## src/rtl/reset_ce_gen.sv

```systemverilog
// reset_ce_gen
// Front end for the RV32I pipeline on the DE2 board. It synchronises and
// debounces the raw active-low KEY button, sequences the core reset from it,
// and produces a one-cycle clock-enable tick at CLOCK_50 / 2^CE_DIV_LOG2. The
// pipeline then runs directly on CLOCK_50, gated by cpu_ce, so no divided
// ripple clock is needed.
//
// Optional feature macro: STEP_MODE_EN
//   When defined, the step_mode and key_step_n ports exist. With step_mode high
//   the free-running tick is suppressed and each debounced press of the step
//   button produces exactly one cpu_ce pulse.
//   When undefined, cpu_ce is always free-running.
module reset_ce_gen #(
    parameter int DEBOUNCE_CYCLES = 1000000,
    parameter int RST_HOLD_CYCLES = 16,
    parameter int CE_DIV_LOG2     = 6
) (
    input  logic clk,
    input  logic rst,
    input  logic key_n,
`ifdef STEP_MODE_EN
    input  logic step_mode,
    input  logic key_step_n,
`endif
    output logic core_rst_n,
    output logic cpu_ce,
    output logic key_press
);

    // Counter widths are sized so that each counter can hold its terminal
    // value; every counter is cleared when it reaches that value.
    localparam int DB_W   = $clog2(DEBOUNCE_CYCLES + 1);
    localparam int HOLD_W = $clog2(RST_HOLD_CYCLES + 1);

    localparam logic [DB_W-1:0]        DB_LAST   = DB_W'(DEBOUNCE_CYCLES - 1);
    localparam logic [HOLD_W-1:0]      HOLD_LAST = HOLD_W'(RST_HOLD_CYCLES - 1);
    localparam logic [CE_DIV_LOG2-1:0] CE_LAST   = '1;

    // HOLD keeps the core in reset; RUN lets it execute.
    typedef enum logic {
        ST_HOLD = 1'b0,
        ST_RUN  = 1'b1
    } state_t;

    // Main key synchroniser and debouncer
    logic              key_meta_q;
    logic              key_s_q;
    logic              key_db_q;
    logic              key_db_d;
    logic [DB_W-1:0]   db_cnt_q;
    logic [DB_W-1:0]   db_cnt_d;

    // Reset sequencer
    state_t            state_q;
    state_t            state_d;
    logic [HOLD_W-1:0] hold_cnt_q;
    logic [HOLD_W-1:0] hold_cnt_d;

    // Clock-enable divider
    logic [CE_DIV_LOG2-1:0] ce_cnt_q;
    logic [CE_DIV_LOG2-1:0] ce_cnt_d;

    // Registered outputs
    logic              core_rst_n_q;
    logic              core_rst_n_d;
    logic              cpu_ce_q;
    logic              cpu_ce_d;
    logic              key_press_q;
    logic              key_press_d;

    // Tick source selection: ce_free enables the divider, step_tick requests
    // a single manual tick.
    logic              ce_free;
    logic              step_tick;

`ifdef STEP_MODE_EN
    // Step key synchroniser and debouncer
    logic              step_meta_q;
    logic              step_s_q;
    logic              step_db_q;
    logic              step_db_d;
    logic [DB_W-1:0]   step_cnt_q;
    logic [DB_W-1:0]   step_cnt_d;
    logic              step_fire;

    // Two-flop synchroniser for the raw step button, idle level is released.
    always_ff @(posedge clk) begin
        if (rst) begin
            step_meta_q <= 1'b1;
            step_s_q    <= 1'b1;
        end else begin
            step_meta_q <= key_step_n;
            step_s_q    <= step_meta_q;
        end
    end

    // Step debouncer: accept a new level only after it has been stable for
    // DEBOUNCE_CYCLES cycles; any bounce back restarts the count.
    always_comb begin
        step_db_d  = step_db_q;
        step_cnt_d = '0;
        if (step_s_q != step_db_q) begin
            if (step_cnt_q == DB_LAST) begin
                step_db_d = step_s_q;
            end else begin
                step_cnt_d = step_cnt_q + DB_W'(1);
            end
        end
    end

    // Step debouncer state registers.
    always_ff @(posedge clk) begin
        if (rst) begin
            step_db_q  <= 1'b1;
            step_cnt_q <= '0;
        end else begin
            step_db_q  <= step_db_d;
            step_cnt_q <= step_cnt_d;
        end
    end

    // A step press is the debounced 1->0 transition of the step key.
    assign step_fire = step_db_q & ~step_db_d;
    assign ce_free   = ~step_mode;
    assign step_tick = step_mode & step_fire;
`else
    assign ce_free   = 1'b1;
    assign step_tick = 1'b0;
`endif

    // Two-flop synchroniser for the raw reset key, idle level is released.
    always_ff @(posedge clk) begin
        if (rst) begin
            key_meta_q <= 1'b1;
            key_s_q    <= 1'b1;
        end else begin
            key_meta_q <= key_n;
            key_s_q    <= key_meta_q;
        end
    end

    // Key debouncer: count while the synchronised level differs from the
    // accepted level, and take the new level when the count reaches its end.
    always_comb begin
        key_db_d = key_db_q;
        db_cnt_d = '0;
        if (key_s_q != key_db_q) begin
            if (db_cnt_q == DB_LAST) begin
                key_db_d = key_s_q;
            end else begin
                db_cnt_d = db_cnt_q + DB_W'(1);
            end
        end
    end

    // Key debouncer state registers.
    always_ff @(posedge clk) begin
        if (rst) begin
            key_db_q <= 1'b1;
            db_cnt_q <= '0;
        end else begin
            key_db_q <= key_db_d;
            db_cnt_q <= db_cnt_d;
        end
    end

    // Reset sequencer: leave HOLD after the key has been released for
    // RST_HOLD_CYCLES cycles, drop back to HOLD on any debounced press.
    always_comb begin
        state_d    = state_q;
        hold_cnt_d = hold_cnt_q;
        case (state_q)
            ST_HOLD: begin
                if (!key_db_q) begin
                    hold_cnt_d = '0;
                end else if (hold_cnt_q == HOLD_LAST) begin
                    state_d    = ST_RUN;
                    hold_cnt_d = '0;
                end else begin
                    hold_cnt_d = hold_cnt_q + HOLD_W'(1);
                end
            end
            ST_RUN: begin
                hold_cnt_d = '0;
                if (!key_db_q) begin
                    state_d = ST_HOLD;
                end
            end
        endcase
    end

    // Reset sequencer state registers.
    always_ff @(posedge clk) begin
        if (rst) begin
            state_q    <= ST_HOLD;
            hold_cnt_q <= '0;
        end else begin
            state_q    <= state_d;
            hold_cnt_q <= hold_cnt_d;
        end
    end

    // Output decode. All outputs follow the next state, so a press seen in
    // RUN suppresses a tick due in the same cycle, and cpu_ce can never be
    // high while core_rst_n is low. The divider only counts once the FSM has
    // been in RUN for a full cycle, which places the first tick a whole
    // period after core_rst_n rises.
    always_comb begin
        core_rst_n_d = (state_d == ST_RUN);
        key_press_d  = key_db_q & ~key_db_d;
        cpu_ce_d     = 1'b0;
        ce_cnt_d     = '0;
        if (state_d == ST_RUN) begin
            if (ce_free) begin
                cpu_ce_d = (ce_cnt_q == CE_LAST);
                if (state_q == ST_RUN) begin
                    ce_cnt_d = ce_cnt_q + CE_DIV_LOG2'(1);
                end
            end else if (step_tick) begin
                cpu_ce_d = 1'b1;
            end
        end
    end

    // Divider and output registers.
    always_ff @(posedge clk) begin
        if (rst) begin
            ce_cnt_q     <= '0;
            core_rst_n_q <= 1'b0;
            cpu_ce_q     <= 1'b0;
            key_press_q  <= 1'b0;
        end else begin
            ce_cnt_q     <= ce_cnt_d;
            core_rst_n_q <= core_rst_n_d;
            cpu_ce_q     <= cpu_ce_d;
            key_press_q  <= key_press_d;
        end
    end

    assign core_rst_n = core_rst_n_q;
    assign cpu_ce     = cpu_ce_q;
    assign key_press  = key_press_q;

endmodule
```

## config.mk

```make
export PLATFORM = sky130hd
export DESIGN_NAME = reset_ce_gen
export DESIGN_NICKNAME = d
export VERILOG_FILES = /design/src/rtl/reset_ce_gen.sv
export SDC_FILE = /design/constraint.sdc
export NUM_CORES = 1
export LEC_CHECK = 0
export ABC_AREA = 1
export CAP_MARGIN = 20
export CORE_UTILIZATION = 35
export CTS_BUF_LIST = sky130_fd_sc_hd__clkbuf_2
export DETAILED_ROUTE_END_ITERATION = 12
export MAX_ROUTING_LAYER = met4
export SLEW_MARGIN = 10
export SYNTH_ARGS = -nofsm -noshare
export SYNTH_HDL_FRONTEND = slang
export SYNTH_SLANG_ARGS = --single-unit
```

## constraint.sdc

```tcl
create_clock -name clk -period 1.6 [get_ports clk]
set_input_delay 0.32 -clock clk [delete_from_list [all_inputs] [get_ports clk]]
set_output_delay 0.32 -clock clk [all_outputs]
set_load 0.02 [all_outputs]
```

Word-level counts from Yosys, hierarchy flattened
Cells that the tools add are included.
Widths: inputs -> output; s select.

operators by class
  mux-type cells = 9
  add/sub/neg operators = 3
  reductions and logical operators = 3
  equal/unequal tests = 4
  bitwise logic cells = 5

operators with widths
  kind                   number
  $add 20x1->20 const B  1
  $eq 20x20->1 const B   1
  $mux 5                 2
  $pmux 5 s2             1
  $add 6x1->6 const B    1
  $eq 6x6->1 const B     1
  $reduce_or 3->1        2
  $add 5x1->5 const B    1
  $eq 5x4->1 const B     1
  $mux 1                 5
  $not 1->1              4
  $pmux 1 s2             1
  $reduce_or 2->1        1
  $and 1x1->1            1
  $ne 1x1->1             1

storage, ports and cells
  input port bits = 3
  flip-flop bits (word level) = 37
  word-level logic and storage cells = 33
  output and inout bits = 3

Logic depth before layout (Yosys ltp)
Gate-level depths: netlist (run 1).

  word-level depth = 6
  depth in mapped cells = 8
  mapped depth without buffers = 8

Worst setup path after synthesis (run 1)
No wires, ideal clock.

  kind = register to register
  start point = register hold_cnt_q[0]
  end point = register hold_cnt_q[2]
  period minus slack after synthesis = 1,317 ps
  cell stages (with the launch flop) = 8
  setup time = 80 ps
  buffers on the path = 0
  required time = 1,520 ps
  slack = 283 ps
  arrival = 1,237 ps
  cells stage by stage = dfxtp_1 -> ha_1 -> nand2_1 -> nor2_1 -> ha_1 -> nor3_1 -> inv_1 -> nor3b_1

between the ends
  word-level cells in the longest chain between the ends = 4
  elaborated cells between the ends (all ways) = 5

ends and longest elaborated chain
  element                                    RTL line  RTL
  start: declaration                         56        logic [HOLD_W-1:0] hold_cnt_q;
  start signal: assignment                   199       hold_cnt_q <= hold_cnt_d;
  $add 5x1->5 or $eq 5x4->1 (tied branches)  180, 176
  $mux 5 *                                   176       end else if (hold_cnt_q == HOLD_LAST) begin
  $mux 5 *                                   174       if (!key_db_q) begin
  $pmux 5 s2 *                               172       case (state_q)

Every way passes the cells marked *; elsewhere a longest branch is shown, timed or not.
A chain may end at the register's enable or synchronous reset.

Final worst setup path (run 1)
  start point = register core_rst_n_q, in the netlist core_rst_n
  end point = output port core_rst_n

RTL lines
  element                   RTL line  RTL
  start: declaration        64        logic core_rst_n_q;
  start signal: assignment  234       core_rst_n_q <= core_rst_n_d;
  end: declaration          25        output logic core_rst_n,

No word-level cell between the ends.

==> results of run 1 <==
## placed cells by master, fill, tap and decap left out, types with 3 or more instances in the layout
cell,count
sky130_fd_sc_hd__inv_1,27
sky130_fd_sc_hd__nor2_1,52
sky130_fd_sc_hd__nand2_1,40
sky130_fd_sc_hd__nand4_1,6
sky130_fd_sc_hd__clkbuf_2,6
sky130_fd_sc_hd__dfxtp_1,37
sky130_fd_sc_hd__o21ai_0,5
sky130_fd_sc_hd__dlygate4sd2_1,3
sky130_fd_sc_hd__xnor2_1,3
sky130_fd_sc_hd__ha_1,4
sky130_fd_sc_hd__a21oi_1,10
sky130_fd_sc_hd__xor2_1,7
sky130_fd_sc_hd__or2_2,4
sky130_fd_sc_hd__nor2_2,4
sky130_fd_sc_hd__nand3_1,14
## path summary, 6_finish.rpt
| check | from | endpoint | slack (ps) | cells after the start |
|---|---|---|---|---|
| worst max-delay path | core_rst_n | core_rst_n | 150 | 1 |
| worst min-delay path | key_meta_q | key_s_q | 440 | 1 |
| worst max register to register | db_cnt_q[0] | db_cnt_q[14] | 150 | 6 |
| worst min register to register | key_meta_q | key_s_q | 440 | 1 |
## power breakdown
group | leakage (nW) | switching [mW] | internal (mW) | total [mW]
clock | 0.0327 | 0.315 | 0.110 | 0.425
combinational | 0.262 | 0.0156 | 0.0141 | 0.0297
sequential | 0.299 | 0.00553 | 0.932 | 0.938
## area by class of cell
type / instances / area [sq um]
clock buffers: 6 / 30.0
clock inverters: 2 / 10.0
fillers: 464 / 2660
inverters: 27 / 101
multi-input cells: 161 / 823
flip-flops and latches: 37 / 741
well taps: 52 / 65.1
repair buffers: 5 / 46.3
## metal layers
metal	track usage (%)	up-vias
met5	-	-
met4	7.33	0
met3	3.42	6
met2	19.1	23
met1	18.4	577
li1	-	739
## through the flow
stage	instances	util, %
5_1_grt	290	40.6
4_1_cts	290	40.3
3_3_place_gp	282	39.5
3_5_place_dp	282	39.5
6_report	290	40.6
2_1_floorplan	226	-
## cell families after synthesis
kind of cell / share of synthesized area, %
adders and majority gates: 3.01
AOI/OAI and AO/OA: 4.97
xor gates and xnor gates: 5.27
DFF: 44.5
buffers and inverters: 6.77
and+or+nand+nor: 35.4
## flip-flops by register name, summed over array words and instances (netlist names)
register and flops:
ce_cnt_q 6, core_rst_n 1, cpu_ce 1, db_cnt_q 20, hold_cnt_q 5, key_db_q 1
key_meta_q 1, key_press 1, key_s_q 1
## repair_timing
item,CTS,global route
resized for setup,3,2
hold buffers,0,0
cloned,0,0
setup endpoints to repair,3,3
==> metrics.log, run 1 <==
INFO  metric synth.lib_cells_used.distinct = 23
INFO  metric numPortBuffers = 5
INFO  metric syn_area_per_cell = 7.36 sq um
INFO  metric cts_setup_buffers = 0
INFO  metric pin_count_of_the_biggest_net_entering_global_routing = 20
INFO  metric final.setup.tns = 0 ps
INFO  metric max_clock_freq = 0.687 GHz
INFO  metric finalWorstSetupSlack = 145 ps
INFO  metric crit_fanout = 4
INFO  metric final_layout_size_suffix_gt1_share = 8.82%
INFO  metric cts_num_sinks = 37
INFO  metric floorplan.initialDensity = 37.2%
INFO  metric floorplan.die.width = 70.9 um
INFO  metric antenna_violating_nets_post_route = 0
INFO  metric synth.top_cells.by_count = sky130_fd_sc_hd__nor2_1, sky130_fd_sc_hd__nand2_1, sky130_fd_sc_hd__dfxtp_1
INFO  metric synthDominantAreaCellType = sky130_fd_sc_hd__dfxtp_1
INFO  metric finalHoldWorstSlack = 437 ps
INFO  metric path_buf_inv = 1
INFO  metric yosysTopAreaCellShare = 44.5%
INFO  metric dr_pass1_iterations = 5
INFO  metric detailroute.wirelength.met2 = 1310 um
INFO  metric number_of_storage_elements_in_the_synthesis_netlist = 37
INFO  metric grtUsageTotal = 13.8%
INFO  metric holdCritPathClass = flip-flop to flip-flop
INFO  metric synth-main-ff-cell = sky130_fd_sc_hd__dfxtp_1
INFO  metric timing.max_slew.rel_slack = 73.9%
INFO  metric area_enclosed_by_the_die_boundary = 5030 sq um
INFO  metric totalWireLength = 3000 um
INFO  metric top_ports = 6
INFO  metric layout.nets = 244
INFO  metric chipHeight = 70.9 um
INFO  metric crit_chain = dlygate4sd2_1
INFO  metric drt_drc_violations_left = 0
INFO  metric finalHoldViolCount = 0
INFO  metric cts_buffers = 5
INFO  metric clock_tree.buffer_depth = 2
INFO  metric netlist_top_cells_area = sky130_fd_sc_hd__dfxtp_1, sky130_fd_sc_hd__nor2_1, sky130_fd_sc_hd__nand2_1
INFO  metric crit_path_top_delay_cell = sky130_fd_sc_hd__dfxtp_1
INFO  metric timing.critical_path.required = 1280 ps
INFO  metric postLayoutCellArea = 1820 sq um
INFO  metric setup.worst_path.start_class = flip-flop
INFO  metric slowest_delay = 420 ps
INFO  metric peakVddDrop = 0.323 mV
INFO  metric synth.most_common_cell = sky130_fd_sc_hd__nor2_1
INFO  metric worst_pin_slew = 390 ps
INFO  metric layout_worst_path_cycle_share = 90.9%
INFO  metric ys_warn_count = 0
INFO  metric status = finished, final reports clean
INFO  metric initial_antenna_violation_count = 0
INFO  metric drt_iter0_drc = 84
INFO  metric clk_latency = 400 ps
INFO  metric clkTransAtPathRegs = 180 ps
INFO  metric power_per_cell_area = 767 nW/um^2
INFO  metric placement.cell_area = 1770 sq um
INFO  metric grt_pass1_vias = 1110
INFO  metric synth_cells = 226
INFO  metric route.detailed.vias_per_inst = 4.64
INFO  metric asyncSetResetFlopFracSynth = 0%
INFO  metric floorplan.rows = 24
INFO  metric synth-seq-area-share = 44.5%
INFO  metric dr_total_vias = 1345
INFO  metric setup_violations = 0
INFO  metric path_delay_family = flip-flops
INFO  metric arrival = 1130 ps
INFO  metric finalWeightedCongestion = 0.873
INFO  metric wire_length_of_the_first_global_routing_pass = 5140 um
INFO  metric worstSetupEndpointType = primary output
INFO  metric m1WireLength = 1530 um
INFO  metric top_layer = met4
INFO  metric design.core.area = 4470 sq um
INFO  metric post_drt_wl_per_cell = 10.3 um
INFO  metric layout-area-overhead-vs-synth = 9.25%
INFO  metric finalMaxSlewViolations = 0
INFO  metric htree_num_levels = 2
INFO  metric synth_fp_nets = 233
INFO  metric detailedPlacementHpwl = 2220 um
INFO  metric total_overflow_reported_by_the_global_router = 0
INFO  metric overall_power_after_layout = 1.39 mW
INFO  metric maxCapViolations = 0
INFO  metric timing.setup.critical_path_class = flip-flop to primary output
INFO  metric met3_wirelength = 90 um
INFO  metric power.leakage = 0.594 nW
INFO  metric tritoncts = yes
INFO  metric preCtsSetupSlack = 85.0 ps
INFO  metric synth_edf_count = 0
INFO  metric rsz0062_at_grt = no
INFO  metric max_clock_skew = 32.5 ps
INFO  metric synth_area = 1660 sq um
INFO  metric cts_root_buffer = sky130_fd_sc_hd__clkbuf_2
INFO  metric antennaDiodeCount = 0
INFO  metric min_period = 1450 ps
No activity file was read; power rests on OpenSTA's default activity.
==> run 2, diff against run 1 <==
--- a/config.mk
+++ b/config.mk
@@ -5,7 +5,6 @@
 export SDC_FILE = /design/constraint.sdc
 export NUM_CORES = 1
 export LEC_CHECK = 0
-export ABC_AREA = 1
 export CAP_MARGIN = 20
 export CORE_UTILIZATION = 35
 export CTS_BUF_LIST = sky130_fd_sc_hd__clkbuf_2
==> metrics.log, run 2 <==
INFO  metric status = complete, but fails checks
INFO  metric violated_checks = setup timing
INFO  metric yosysTopAreaCellShare = 49.7% (+5.1 points)
INFO  metric clkTransAtPathRegs = 210 ps (+30 ps)
INFO  metric max_clock_skew = 24.0 ps (-8.55 ps)
INFO  metric post_synth_and_or_nand_nor_area_fraction = 27.3% (-8.1 points)
INFO  metric synthXorXnorAreaFrac = 11.2% (+5.9 points)
INFO  metric design.core.area = 4060 sq um (-9.3%)
INFO  metric timing.setup.critical_path_class = flip-flop to flip-flop
INFO  metric drt_drc_violations_left = 0 (unchanged)
INFO  metric fillCellCount = 391 (-16%)
INFO  metric synth_cells = 164 (-27%)
INFO  metric tritoncts = yes
INFO  metric cts_root_buffer = sky130_fd_sc_hd__clkbuf_2
INFO  metric holdCritPathClass = flip-flop to flip-flop
INFO  metric final.setup.tns = -159 ps (-159 ps)
INFO  metric initial_antenna_violation_count = 0 (unchanged)
INFO  metric dr_total_vias = 1213 (-9.8%)
INFO  metric crit_path_top_delay_cell = sky130_fd_sc_hd__or4_4
INFO  metric synth.area.mux_share = 0% (unchanged)
INFO  metric htree_num_levels = 2 (unchanged)
INFO  metric total_overflow_reported_by_the_global_router = 0 (unchanged)
INFO  metric registers_with_the_most_flip_flops = db_cnt_q (20), ce_cnt_q (6), hold_cnt_q (5)
INFO  metric number_of_storage_elements_in_the_synthesis_netlist = 37 (unchanged)
INFO  metric antennaDiodeCount = 0 (unchanged)
INFO  metric crit_chain = nand3_4 -> or4_4 -> or4_1 -> a21oi_1
INFO  metric arrival = 2000 ps (+870 ps)
INFO  metric finalMaxSlewViolations = 0 (unchanged)
INFO  metric antenna_violating_nets_post_route = 0 (unchanged)
INFO  metric layout_common_cells = sky130_fd_sc_hd__nor2_1, sky130_fd_sc_hd__dfxtp_1, sky130_fd_sc_hd__buf_4
INFO  metric grt_pass1_vias = 1210 (+9.0%)
INFO  metric dr_pass1_iterations = 4 (-1)
INFO  metric adder_cell_fraction_of_synth_area = 3.36% (+0.35 points)
INFO  metric max_clock_freq = 0.598 GHz (-13%)
INFO  metric placement.cell_area = 1770 sq um (+0.43%)
INFO  metric setup.worst_path.start_class = flip-flop
INFO  metric synth_fp_nets = 171 (-27%)
INFO  metric peakVddDrop = 0.346 mV (+7.1%)
INFO  metric area_enclosed_by_the_die_boundary = 4530 sq um (-10%)
INFO  metric floorplan.initialDensity = 36.8% (-0.41 points)
INFO  metric post_drt_wl_per_cell = 12.3 um (+19%)
INFO  metric chipHeight = 67.3 um (-5.1%)
INFO  metric clock_tree.buffer_depth = 2 (unchanged)
INFO  metric cts_hold_buf = 0 (unchanged)
INFO  metric postLayoutCellArea = 1890 sq um (+4.2%)
INFO  metric slowest_delay = 560 ps (+140 ps)
INFO  metric area_occupied_by_multi_input_gates = 782 sq um (-5.0%)
INFO  metric timing.max_slew.rel_slack = 77.9% (+4.0 points)
INFO  metric finalWeightedCongestion = 0.788 (-9.7%)
INFO  metric rsz0062_at_grt = yes
INFO  metric syn_area_per_cell = 9.09 sq um (+24%)
INFO  metric floorplan.rows = 23 (-4.2%)
INFO  metric clk_latency = 400 ps (about the same)
INFO  metric numPortBuffers = 5 (unchanged)
INFO  metric synth_top_family_by_area = simple AND/OR/NAND/NOR gates
INFO  metric synth-seq-area-share = 49.7% (+5.1 points)
INFO  metric top_ports = 6 (unchanged)
INFO  metric min_period = 1670 ps (+218 ps)
INFO  metric leading_cell_type_in_the_layout_fill_and_taps_excluded = sky130_fd_sc_hd__nor2_1
INFO  metric layout-area-overhead-vs-synth = 26.9%
INFO  metric synth.top_cells.by_count = sky130_fd_sc_hd__dfxtp_1, sky130_fd_sc_hd__nor2_1, sky130_fd_sc_hd__xnor2_1
INFO  metric registers.top_by_ff_count = db_cnt_q
INFO  metric overall_power_after_layout = 1.55 mW (+11%)
INFO  metric synth.lib_cells_used.distinct = 29 (+26%)
INFO  metric worst_pin_slew = 329 ps (-61.1 ps)
INFO  metric synth_edf_count = 0 (unchanged)
INFO  metric dp_cells = 232 (-18%)
INFO  metric crit_fanout = 8 (+4)
INFO  metric grtUsageTotal = 15.9% (+2.1 points)
INFO  metric ff_latch_area = 772 sq um (+4.2%)
INFO  metric final_layout_size_suffix_gt1_share = 28.1% (+19 points)
INFO  metric cts_num_sinks = 37 (unchanged)
INFO  metric synth.most_common_cell = sky130_fd_sc_hd__dfxtp_1
INFO  metric post_layout_nonfiller_instances = 242 (-17%)
INFO  metric totalWireLength = 2980 um (-0.87%)
INFO  metric worstSetupEndpointType = flip-flop
INFO  metric floorplan.die.width = 67.3 um (-5.1%)
INFO  metric route.detailed.vias_per_inst = 5.01 (+8.1%)
INFO  metric pin_count_of_the_biggest_net_entering_global_routing = 13 (-35%)
INFO  metric drt_iter0_drc = 19 (-77%)
INFO  metric ys_warn_count = 0 (unchanged)
INFO  metric synthDominantAreaCellType = sky130_fd_sc_hd__dfxtp_1
INFO  metric layout_worst_path_cycle_share = 105% (+14 points)
INFO  metric layout.nets = 198 (-19%)
INFO  metric finalWorstSetupSlack = -72.7 ps (-218 ps)
INFO  metric synth_area = 1490 sq um (-10%)
INFO  metric setup_violations = 3 (+3)
INFO  metric synth_compound_area_share = 5.87% (+0.91 points)
INFO  metric asyncSetResetFlopFracSynth = 0% (unchanged)
INFO  metric power.leakage = 0.651 nW (+9.7%)
INFO  metric finalHoldWorstSlack = 443 ps (+6.56 ps)
INFO  metric preCtsSetupSlack = -63.2 ps (-148 ps)
INFO  metric detailedPlacementHpwl = 2130 um (-3.6%)
INFO  metric cts_buffers = 5 (unchanged)
INFO  metric wire_length_of_the_first_global_routing_pass = 4960 um (-3.5%)
INFO  metric finalHoldViolCount = 0 (unchanged)
INFO  metric timing.critical_path.required = 1930 ps (+650 ps)
INFO  metric power_per_cell_area = 816 nW/um^2 (+6.5%)
INFO  metric final_core_util = 46.7% (+6.1 points)
INFO  metric synth-main-ff-cell = sky130_fd_sc_hd__dfxtp_1
INFO  metric maxCapViolations = 0 (unchanged)
INFO  metric netlist_top_cells_area = sky130_fd_sc_hd__dfxtp_1, sky130_fd_sc_hd__xnor2_1, sky130_fd_sc_hd__nor2_1
INFO  metric largest_reg_flops = 20 (unchanged)
-- run 2: changes by cell type after synthesis, sizes merged, moves of 5 or more --
cell   previous run  this run
xnor2             3        12
nand2            41        10
and3              1         6
nor4              0         5
inv              27         6
nor2             56        27
nand3            16        11
-- run 2: metal layers --
metal	global-route usage (%)	up-vias	part of all wire, %
met3	6.59	8	3.8
met2	26.8	21	52
met4	7.98	0	2.2
met5	-	-	0
li1	-	622	-
met1	15.6	562	42
-- run 2: logic make-up after synthesis --
| logic type | after synthesis |
|---|---|
| flip-flops | 37 |
| XOR/XNOR | 19 |
| adder cells (fa/ha/maj) | 4 |
| buffers and inverters | 10 |
| AO/OA/AOI/OAI | 15 |
| AND/OR/NAND/NOR | 79 |
-- run 2: what timing repair did --
item / 4_1_cts / 5_1_grt
gates resized for setup: 13 / 4
buffers inserted: 2 / 0
setup endpoints to repair: 7 / 20
pin swaps: 4 / 1
-- run 2: final timing paths --
kind / start / to / slack [ps] / cells past startpoint
worst max register to register: db_cnt_q[0] / db_cnt_q[19] / -70 / 4
worst min register to register: key_meta_q / key_s_q / 440 / 1
worst min-delay path: key_meta_q / key_s_q / 440 / 1
worst max-delay path: db_cnt_q[0] / db_cnt_q[19] / -70 / 4
-- run 2: worst max-delay path, delay by kind of cell (launching register included) --
kind,cells,cell delay (ps)
AO/OA/AOI/OAI,1,130
flip-flops,1,420
AND/OR/NAND/NOR,3,1050
-- run 2: layout make-up --
class,count,share of cell area [%]
Inverter,6,1.19
Tap cell,50,3.30
Clock inverter,3,2.11
Clock buffer,5,1.32
Sequential cell,37,40.8
Timing Repair Buffer,24,9.98
Multi-Input combinational cell,117,41.3
-- run 2: power by group --
group,leakage [nW],internal [mW],switching (mW)
logic,0.303,0.0150,0.0153
clock network,0.0409,0.261,0.324
registers,0.308,0.923,0.00732
total,0.651,1.20,0.347
==> run 3, diff against run 2 <==
--- a/config.mk
+++ b/config.mk
@@ -5,7 +5,6 @@
 export SDC_FILE = /design/constraint.sdc
 export NUM_CORES = 1
 export LEC_CHECK = 0
-export CAP_MARGIN = 20
 export CORE_UTILIZATION = 35
 export CTS_BUF_LIST = sky130_fd_sc_hd__clkbuf_2
 export DETAILED_ROUTE_END_ITERATION = 12
==> results of run 3 <==
No change in the layout: final DEF, timing and power equal those of run 2.
